===== src/rtl/regfile_write_queue.sv =====
// Register-file write queue: merges ALU and load writebacks into an in-order FIFO,
// drains one entry per cycle to the register file and forwards pending values.
module regfile_write_queue #(
  parameter int DATA_W = 64,
  parameter int ADDR_W = 5,
  parameter int DEPTH  = 4
) (
  input  logic                      clk,
  input  logic                      reset,
  input  logic                      alu_valid,
  input  logic [ADDR_W-1:0]         alu_rd,
  input  logic [DATA_W-1:0]         alu_data,
  output logic                      alu_ready,
  input  logic                      mem_valid,
  input  logic [ADDR_W-1:0]         mem_rd,
  input  logic [DATA_W-1:0]         mem_data,
  output logic                      mem_ready,
  input  logic                      drain_en,
  input  logic [ADDR_W-1:0]         RS1,
  input  logic [ADDR_W-1:0]         RS2,
  output logic                      fwd1_hit,
  output logic [DATA_W-1:0]         fwd1_data,
  output logic                      fwd2_hit,
  output logic [DATA_W-1:0]         fwd2_data,
  output logic                      RegWrite,
  output logic [ADDR_W-1:0]         RD,
  output logic [DATA_W-1:0]         WriteData,
  output logic [$clog2(DEPTH):0]    count,
  output logic                      empty
);
  localparam int PW = $clog2(DEPTH);
  localparam int CW = PW + 1;

  typedef struct packed {
    logic [ADDR_W-1:0] rd;
    logic [DATA_W-1:0] data;
  } wb_t;

  wb_t [DEPTH-1:0]   ent_q, ent_d;
  logic [PW-1:0]     head_q, head_d, tail_q, tail_d;
  logic [CW-1:0]     count_q, count_d;
  logic              regwrite_q, regwrite_d;
  logic [ADDR_W-1:0] rd_q, rd_d;
  logic [DATA_W-1:0] wd_q, wd_d;

  logic not_full, push, pop;
  wb_t  push_e;

  // Load path has fixed priority; ready looks only at current occupancy.
  assign not_full  = count_q < CW'(DEPTH);
  assign mem_ready = not_full;
  assign alu_ready = not_full && !mem_valid;

  always_comb begin
    push_e = mem_valid ? '{rd: mem_rd, data: mem_data} : '{rd: alu_rd, data: alu_data};
    // Accepted x0 writes complete the handshake but are dropped.
    push   = ((mem_valid && mem_ready) || (alu_valid && alu_ready)) && (push_e.rd != '0);
    pop    = drain_en && (count_q != '0);
  end

  always_comb begin
    ent_d      = ent_q;
    head_d     = head_q;
    tail_d     = tail_q;
    count_d    = count_q;
    regwrite_d = pop;
    rd_d       = rd_q;
    wd_d       = wd_q;
    if (push) begin
      ent_d[tail_q] = push_e;
      tail_d        = tail_q + 1'b1;
    end
    if (pop) begin
      rd_d   = ent_q[head_q].rd;
      wd_d   = ent_q[head_q].data;
      head_d = head_q + 1'b1;
    end
    count_d = count_q + CW'(push) - CW'(pop);
  end

  always_ff @(posedge clk or negedge reset) begin
    if (!reset) begin
      ent_q      <= '0;
      head_q     <= '0;
      tail_q     <= '0;
      count_q    <= '0;
      regwrite_q <= 1'b0;
      rd_q       <= '0;
      wd_q       <= '0;
    end else begin
      ent_q      <= ent_d;
      head_q     <= head_d;
      tail_q     <= tail_d;
      count_q    <= count_d;
      regwrite_q <= regwrite_d;
      rd_q       <= rd_d;
      wd_q       <= wd_d;
    end
  end

  // Scan oldest to youngest so later matches override: output stage first, then head..tail-1.
  function automatic logic [DATA_W:0] lookup(input logic [ADDR_W-1:0] rs);
    logic              hit;
    logic [DATA_W-1:0] d;
    logic [PW-1:0]     idx;
    hit = 1'b0;
    d   = '0;
    if (regwrite_q && rd_q == rs) begin
      hit = 1'b1;
      d   = wd_q;
    end
    for (int k = 0; k < DEPTH; k++) begin
      idx = head_q + PW'(k);
      if (CW'(k) < count_q && ent_q[idx].rd == rs) begin
        hit = 1'b1;
        d   = ent_q[idx].data;
      end
    end
    if (rs == '0) begin
      hit = 1'b0;
      d   = '0;
    end
    return {hit, d};
  endfunction

  always_comb begin
    {fwd1_hit, fwd1_data} = lookup(RS1);
    {fwd2_hit, fwd2_data} = lookup(RS2);
  end

  assign RegWrite  = regwrite_q;
  assign RD        = rd_q;
  assign WriteData = wd_q;
  assign count     = count_q;
  assign empty     = (count_q == '0);
endmodule


===== config.mk =====
export PLATFORM = sky130hd
export DESIGN_NAME = regfile_write_queue
export DESIGN_NICKNAME = d
export VERILOG_FILES = /design/src/rtl/regfile_write_queue.sv
export SDC_FILE = /design/constraint.sdc
export NUM_CORES = 1
export LEC_CHECK = 0
export ABC_CLOCK_PERIOD_IN_PS = 3350
export CORE_MARGIN = 5
export CORE_UTILIZATION = 57
export DETAILED_ROUTE_END_ITERATION = 7
export GPL_TIMING_DRIVEN = 0
export HOLD_SLACK_MARGIN = 0.08
export PLACE_DENSITY = 0.82
export SLEW_MARGIN = 0
export SYNTH_ARGS = -nofsm -noshare
export SYNTH_HDL_FRONTEND = slang
export SYNTH_SLANG_ARGS = --single-unit

===== constraint.sdc =====
create_clock -name clk -period 3.35 [get_ports clk]
set_input_delay 0.5025 -clock clk [delete_from_list [all_inputs] [get_ports clk]]
set_output_delay 0.5025 -clock clk [all_outputs]
set_load 0.01 [all_outputs]

==> results of run 1 <==
## flip-flops by register name, indices dropped and copies added (netlist names)
signal	count
RD	5
count	3
WriteData	64
RegWrite	1
head_q	2
tail_q	2
ent_q	276
## cell families after synthesis
kind of cell	Yosys count
simple gates	933
compound gates	695
mux	416
flops	353
buf+inv	320
xor+xnor	55
fa+ha+maj	9
## what timing repair did
action                                  CTS  global route
pin swaps                                88           123
gates cloned                              1             4
setup buffers                            25            18
endpoints found under the hold margin    85             0
resized for setup                       870           447
endpoints found under the setup margin  198           386
hold buffers                              1             0
## metal layers
metal	vias up	GRT usage, %	share of wire, %
met5	-	0.569	0.078
li1	11388	-	-
met3	854	17.7	15
met2	2881	67.5	43
met1	14068	55.2	33
met4	8	28.0	8.3
## how the worst min path moves through the flow
stage / start / endpoint / cells after the start
CTS: ent_q[117]$_DFFE_PN0P_ / ent_q[117]$_DFFE_PN0P_ / 2
floorplan: reset / RD[0]$_DFFE_PN0P_ / 0
finish: ent_q[116]$_DFFE_PN0P_ / ent_q[116]$_DFFE_PN0P_ / 2
global placement: ent_q[255]$_DFFE_PN0P_ / ent_q[255]$_DFFE_PN0P_ / 2
global route: ent_q[52]$_DFFE_PN0P_ / ent_q[52]$_DFFE_PN0P_ / 2
detailed placement: ent_q[117]$_DFFE_PN0P_ / ent_q[117]$_DFFE_PN0P_ / 2
## cells in the mapped netlist (50+ instances only)
| cell | number |
|---|---|
| nand2_1 | 641 |
| dfrtp_1 | 353 |
| o21ai_0 | 277 |
| mux2i_1 | 229 |
| clkbuf_1 | 216 |
| mux4_2 | 187 |
| a32oi_1 | 128 |
| o31ai_1 | 128 |
| nor2_1 | 110 |
| nor4_1 | 68 |
| a221oi_1 | 64 |
| and2_1 | 63 |
| a311oi_2 | 50 |
## through the flow
| stage | setup WS [ns] | util (%) | power, W | area (um^2) |
|---|---|---|---|---|
| 2_1_floorplan | 0.215 | - | 0.0222 | 26300 |
| 3_3_place_gp | -13.22 | 67.1 | 0.0303 | 30600 |
| 3_5_place_dp | -1.72 | 67.3 | 0.0311 | 30700 |
| 4_1_cts | -0.785 | 74.8 | 0.0377 | 34100 |
| 5_1_grt | -0.900 | 78.2 | 0.0423 | 35600 |
| 6_report | -0.865 | 78.2 | 0.0411 | 35600 |
## worst register-to-register path, stage by stage (launching register included)
cell	delay, ns
dfrtp_2	0.47
nor3_1	0.25
nand2b_1	0.13
clkbuf_1	0.98
inv_2	0.51
clkbuf_1	0.48
ha_1	0.42
inv_1	0.04
ha_1	0.18
fa_1	0.40
xnor2_1	0.13
## where the power goes
group	internal, W	switching, W	total (W)
Combinational	0.0107	0.0167	0.0274
Clock	0.00296	0.00201	0.00497
Sequential	0.00618	0.00251	0.00869
## cell type report
cell class / instances / area (um^2) / share of cell area (%)
diodes: 8 / 20.0 / 0.0562
plain buffers: 305 / 2290 / 6.44
clock buffers: 60 / 1280 / 3.60
clock inverters: 12 / 169 / 0.474
inverters: 11 / 41.3 / 0.116
multi-input cells: 2108 / 18700 / 52.5
flip-flops and latches: 353 / 8830 / 24.8
well taps: 600 / 751 / 2.11
repair buffers: 400 / 3530 / 9.92
==> impl_metrics.csv, run 1 <==
group,metric,value,unit
outcome,status,"complete, but fails checks",
outcome,failed_checks,"setup timing",
placement,hpwl,80700,um
cells_and_area,finalNonFillerCells,3857,
drt,wl_per_cell,31.7,um
critical_path,worst_setup_path_start_kind,"flip-flop",
synthesis,syn_area_per_cell,9.47,um^2
synthesis,synth.net_count,2943,
synthesis,synthMuxAreaShare,24.7,%
sta,period_needed,4.21,ns
cells_and_area,nNetsFinal,3383,
drt,drt_pre_antenna_iters,7,
drt,vias,29199,
cells_and_area,final_common_cell,"nand2_1",
die,die_x,225,um
synthesis,async_flop_share,100,%
cells_and_area,area_delta_synth_final,35.3,%
placement,gp_congestion,0.994,
synthesis,synth_area_leaders,"dfrtp_1 (34%), mux4_2 (16%), nand2_1 (9.1%)",
clocking,cts-root-buf,"clkbuf_16",
pwr,cellLeakagePower,15.0,nW
critical_path,setup.worst_path.start,"head_q[0]$_DFFE_PN0P_",
synthesis,synth_xor_area_share,1.83,%
sta,slew_headroom,2.92,%
critical_path,cp_slowest_cell,"mux4_2",
critical_path,critPathRequiredTime,2.85,ns
min_path,min_path_type,"flip-flop to flip-flop",
die,core,45600,um^2
critical_path,endpoint_kind,"output port",
synthesis,synth-simple-area-share,15.1,%
sta,finalCritPeriodShare,126,%
cells_and_area,num-fill-cells,2902,
drt,routed_via_density,7.57,
synthesis,ys_ff_latch,353,
clocking,cts_buffers,42,
synthesis,synth_compound_area_share,19.3,%
clocking,tritoncts,"done",
critical_path,path_cells,"buf_6, buf_4, mux4_2, xor2_1, nor3_2, and4b_2, buf_12, buf_8, a221oi_2, o31ai_2, buf_2",
drt,drt_wl_total,122000,um
clocking,insertion_delay,0.61,ns
clocking,clockBufferDepth,3,
critical_path,slowest_delay,0.56,ns
critical_path,r2r_cells,10,
synthesis,netlist_instances,2781,
sta,timing.fmax,237,MHz
critical_path,r2r_slack,-0.75,ns
sta,setup_viol,227,
placement,post-place-cells,3732,
synthesis,synth_top_cell_area_share,33.5,%
clocking,clk_pin_slew,0.06,ns
clocking,cts_sinks,353,
critical_path,critPathMaxFanout,10,
global_route,overflow,0,
synthesis,syn_area,26300,um^2
drt,ant_nets,0,
synthesis,yosys_warnings,0,
run,drv_cap,0,
global_route,antenna_found_initial,4,
sta,worst_pin_slew,1.46,ns
drt,drtIter0Drc,4566,
critical_path,r2r_start,"count[2]$_DFF_PN0_",
global_route,grt_pass1_wl,175000,um
synthesis,synth_top_family_by_area,"multiplexers",
sta,layout_setup_ws,-0.865,ns
drt,drcViolationCount,0,
synthesis,synth_top_area_cell,"dfrtp_1",
synthesis,seq_area_frac_synth,33.5,%
sta,slew_viol_final,0,
critical_path,worst-path-stages,11,
clocking,htree_levels,2,
sta,tns,-108.12,ns
critical_path,worstSetupEndpoint,"fwd2_data[37]",
critical_path,crit_arrival,3.71,ns
synthesis,ys_types,46,
global_route,grt_usage,45.2,%
sta,final_hold_viol_count,0,
placement,io_buffer_count,347,
die,die_area,50600,um^2
die,pin_count,359,
synthesis,synth_edf_count,0,
sta,fin_hold_ws,0.503,ns
sta,rsz0062_at_grt,"yes",
cells_and_area,drive_above_1_share,29.6,%
pwr,power_density,1150,nW/um^2
sta,skew,0.0250,ns
synthesis,synthAdderAreaFrac,0.456,%
die,start_util,57.8,%
die,rows,78,
critical_path,rr_endpoint,"count[2]$_DFF_PN0_",
global_route,grt_max_degree,112,
global_route,first_global_vias,28521,
critical_path,crit_type,"flip-flop to output port",
critical_path,critPathTopFamily,"buffers and inverters",
cells_and_area,final_cell_mix,"nand2_1 (639), dfrtp_1 (352), o21ai_0 (277), clkdlybuf4s50_1 (216), mux2i_1 (211)",
critical_path,crit_buf_inv,5,
synthesis,synth_flop_cell,"dfrtp_1",
die,dieHeight,225,um
pwr,ir_drop,870,uV
No activity file was read; power rests on OpenSTA's default activity.
==> run 2: changes to the inputs <==
--- a/config.mk
+++ b/config.mk
@@ -7,11 +7,10 @@
 export LEC_CHECK = 0
 export ABC_CLOCK_PERIOD_IN_PS = 3350
 export CORE_MARGIN = 5
-export CORE_UTILIZATION = 57
+export CORE_UTILIZATION = 40
 export DETAILED_ROUTE_END_ITERATION = 7
 export GPL_TIMING_DRIVEN = 0
 export HOLD_SLACK_MARGIN = 0.08
-export PLACE_DENSITY = 0.82
 export SLEW_MARGIN = 0
 export SYNTH_ARGS = -nofsm -noshare
 export SYNTH_HDL_FRONTEND = slang
==> impl_metrics.csv, run 2 (synthesized netlist as in run 1, its figures left out) <==
group,metric,value,unit
min_path,min_path_type,"input port to asynchronous set/reset pin",
placement,io_buffer_count,347,
cells_and_area,antennaDiodeCount,0,
critical_path,worst-path-stages,10,
sta,skew,0.0155,ns
pwr,swShare,51.1,%
drt,vias,27363,
pwr,p_int,0.0198,W
global_route,antenna_found_initial,4,
pwr,pwr-share-seq,21.2,%
global_route,grt_pass1_wl,182000,um
cells_and_area,nNetsFinal,3377,
critical_path,path_cells,"buf_6, mux4_2, xor2_2, a221o_1, or4b_4, buf_12, buf_6, a311oi_2, o31ai_2, clkdlybuf4s15_2",
cells_and_area,largest_reg_flops,276,
die,die_x,267,um
sta,setup_viol,152,
die,pin_count,359,
sta,rsz0062_at_grt,"yes",
critical_path,slowest_delay,0.60,ns
clocking,tritoncts,"done",
pwr,power_density,1120,nW/um^2
sta,final_hold_viol_count,0,
drt,wl_per_cell,30.9,um
outcome,failed_checks,"setup timing",
critical_path,r2r_slack,0.05,ns
global_route,grt_max_degree,115,
drt,ant_nets,0,
cells_and_area,final_common_cell,"nand2_1",
sta,period_needed,4.26,ns
clocking,insertion_delay,0.60,ns
pwr,switching_power,0.0207,W
sta,fin_hold_ws,0.341,ns
placement,pre_cts_slack,-1.86,ns
drt,drt_pre_antenna_iters,6,
die,dieHeight,267,um
die,rows,94,
critical_path,critPathTopFamily,"buffers and inverters",
cells_and_area,fin_util,55.1,%
critical_path,rr_endpoint,"count[2]$_DFF_PN0_",
sta,timing.fmax,235,MHz
cells_and_area,seq_area,8830,um^2
cells_and_area,drive_above_1_share,27.6,%
run,drv_cap,0,
cells_and_area,final_cell_mix,"nand2_1 (641), dfrtp_1 (353), o21ai_0 (277), clkdlybuf4s50_1 (216), mux2i_1 (212)",
global_route,overflow,0,
die,start_util,40.2,%
clocking,clockBufferDepth,3,
critical_path,cp_slowest_cell,"or4b_4",
cells_and_area,final_area,36100,um^2
drt,drcViolationCount,0,
drt,routed_via_density,6.65,
critical_path,worst_setup_path_start_kind,"flip-flop",
critical_path,endpoint_kind,"output port",
sta,slew_viol_final,0,
placement,postPlaceCellArea,31000,um^2
critical_path,r2r_cells,9,
critical_path,crit_arrival,3.75,ns
outcome,status,"complete, but fails checks",
die,core,65500,um^2
die,die_area,71100,um^2
global_route,first_global_vias,27237,
cells_and_area,multi_input_area,18600,um^2
pwr,ir_drop,605,uV
sta,slew_headroom,13.8,%
sta,finalCritPeriodShare,127,%
placement,gp_congestion,0.987,
pwr,power,0.0404,W
drt,drt_wl_total,127000,um
clocking,cts_sinks,353,
cells_and_area,num-fill-cells,5680,
cells_and_area,area_delta_synth_final,36.9,%
drt,drtIter0Drc,3678,
clocking,clk_pin_slew,0.06,ns
global_route,grt_usage,34.0,%
placement,hpwl,86400,um
critical_path,critPathRequiredTime,2.85,ns
critical_path,cpMostUsedCell,"buf_6",
cells_and_area,regMostFlops,"ent_q",
critical_path,crit_type,"flip-flop to output port",
pwr,cellLeakagePower,14.9,nW
pwr,clkPwrFrac,11.9,%
critical_path,crit_buf_inv,4,
clocking,htree_levels,2,
clocking,cts-root-buf,"clkbuf_16",
critical_path,r2r_start,"count[2]$_DFF_PN0_",
pwr,combPwrFrac,66.9,%
clocking,cts_buffers,43,
critical_path,critPathMaxFanout,10,
sta,worst_pin_slew,1.29,ns
sta,layout_setup_ws,-0.907,ns
[run 2: how the worst max path moves through the flow]
stage,start,to,slack (ns)
2_1_floorplan,head_q[0]$_DFFE_PN0P_,fwd2_data[53],0.22
3_3_place_gp,reset,WriteData[29]$_DFFE_PN0P_,-13.78
3_5_place_dp,head_q[1]$_DFFE_PN0P_,fwd2_data[16],-1.86
4_1_cts,head_q[0]$_DFFE_PN0P_,fwd1_data[44],-0.87
5_1_grt,head_q[0]$_DFFE_PN0P_,fwd1_data[38],-0.93
6_report,head_q[0]$_DFFE_PN0P_,fwd1_data[21],-0.91
[run 2: worst register-to-register path: cells and delay by family (launching register included)]
family,cells,cell delay (ns)
AND/OR/NAND/NOR,2,0.71
buffers and inverters,3,0.82
adder cells (fa/ha/maj),3,1.04
flip-flops,1,0.46
XOR/XNOR,1,0.14
[run 2: what timing repair did]
action                                  4_1_cts  5_1_grt
hold endpoints to repair                     18        0
endpoints found under the setup margin      160      372
gates resized for setup                     908      214
buffers inserted                             23       10
hold buffers                                  1        0
pin swaps                                    69       73
gates cloned                                  4        3
[run 2: metrics by stage]
step | setup TNS, ns | std cells
2_1_floorplan | 0 | 2781
3_3_place_gp | -5218.55 | 3992
3_5_place_dp | -342.90 | 3997
4_1_cts | -109.19 | 4100
5_1_grt | -115.33 | 4112
6_report | -102.07 | 4112
[run 2: area by class of cell]
class | count | share of cell area (%)
multi-input cells | 2108 | 51.5
flip-flops and latches | 353 | 24.5
repair buffers | 393 | 10.4
plain buffers | 305 | 6.57
clock buffers | 63 | 3.61
well taps | 864 | 3.00
clock inverters | 15 | 0.340
inverters | 11 | 0.114
[run 2: power groups by stage]
stage	sequential, W	clock (W)	combinational, W
finish	0.00858	0.00479	0.0271
global route	0.00879	0.00496	0.0283
global placement	0.00819	0	0.0229
floorplan	0.00782	0	0.0144
detailed placement	0.00839	0	0.0233
CTS	0.00841	0.00480	0.0256
[run 2: metal layers]
layer  routed length (um)  global-route usage [%]  vias to the layer above
li1                     -                       -                    11332
met1                46800                    43.8                    13590
met2                57900                    53.4                     1963
met3                14500                    8.33                      474
met4                 7910                    18.0                        4
met5                   23                       0                        -
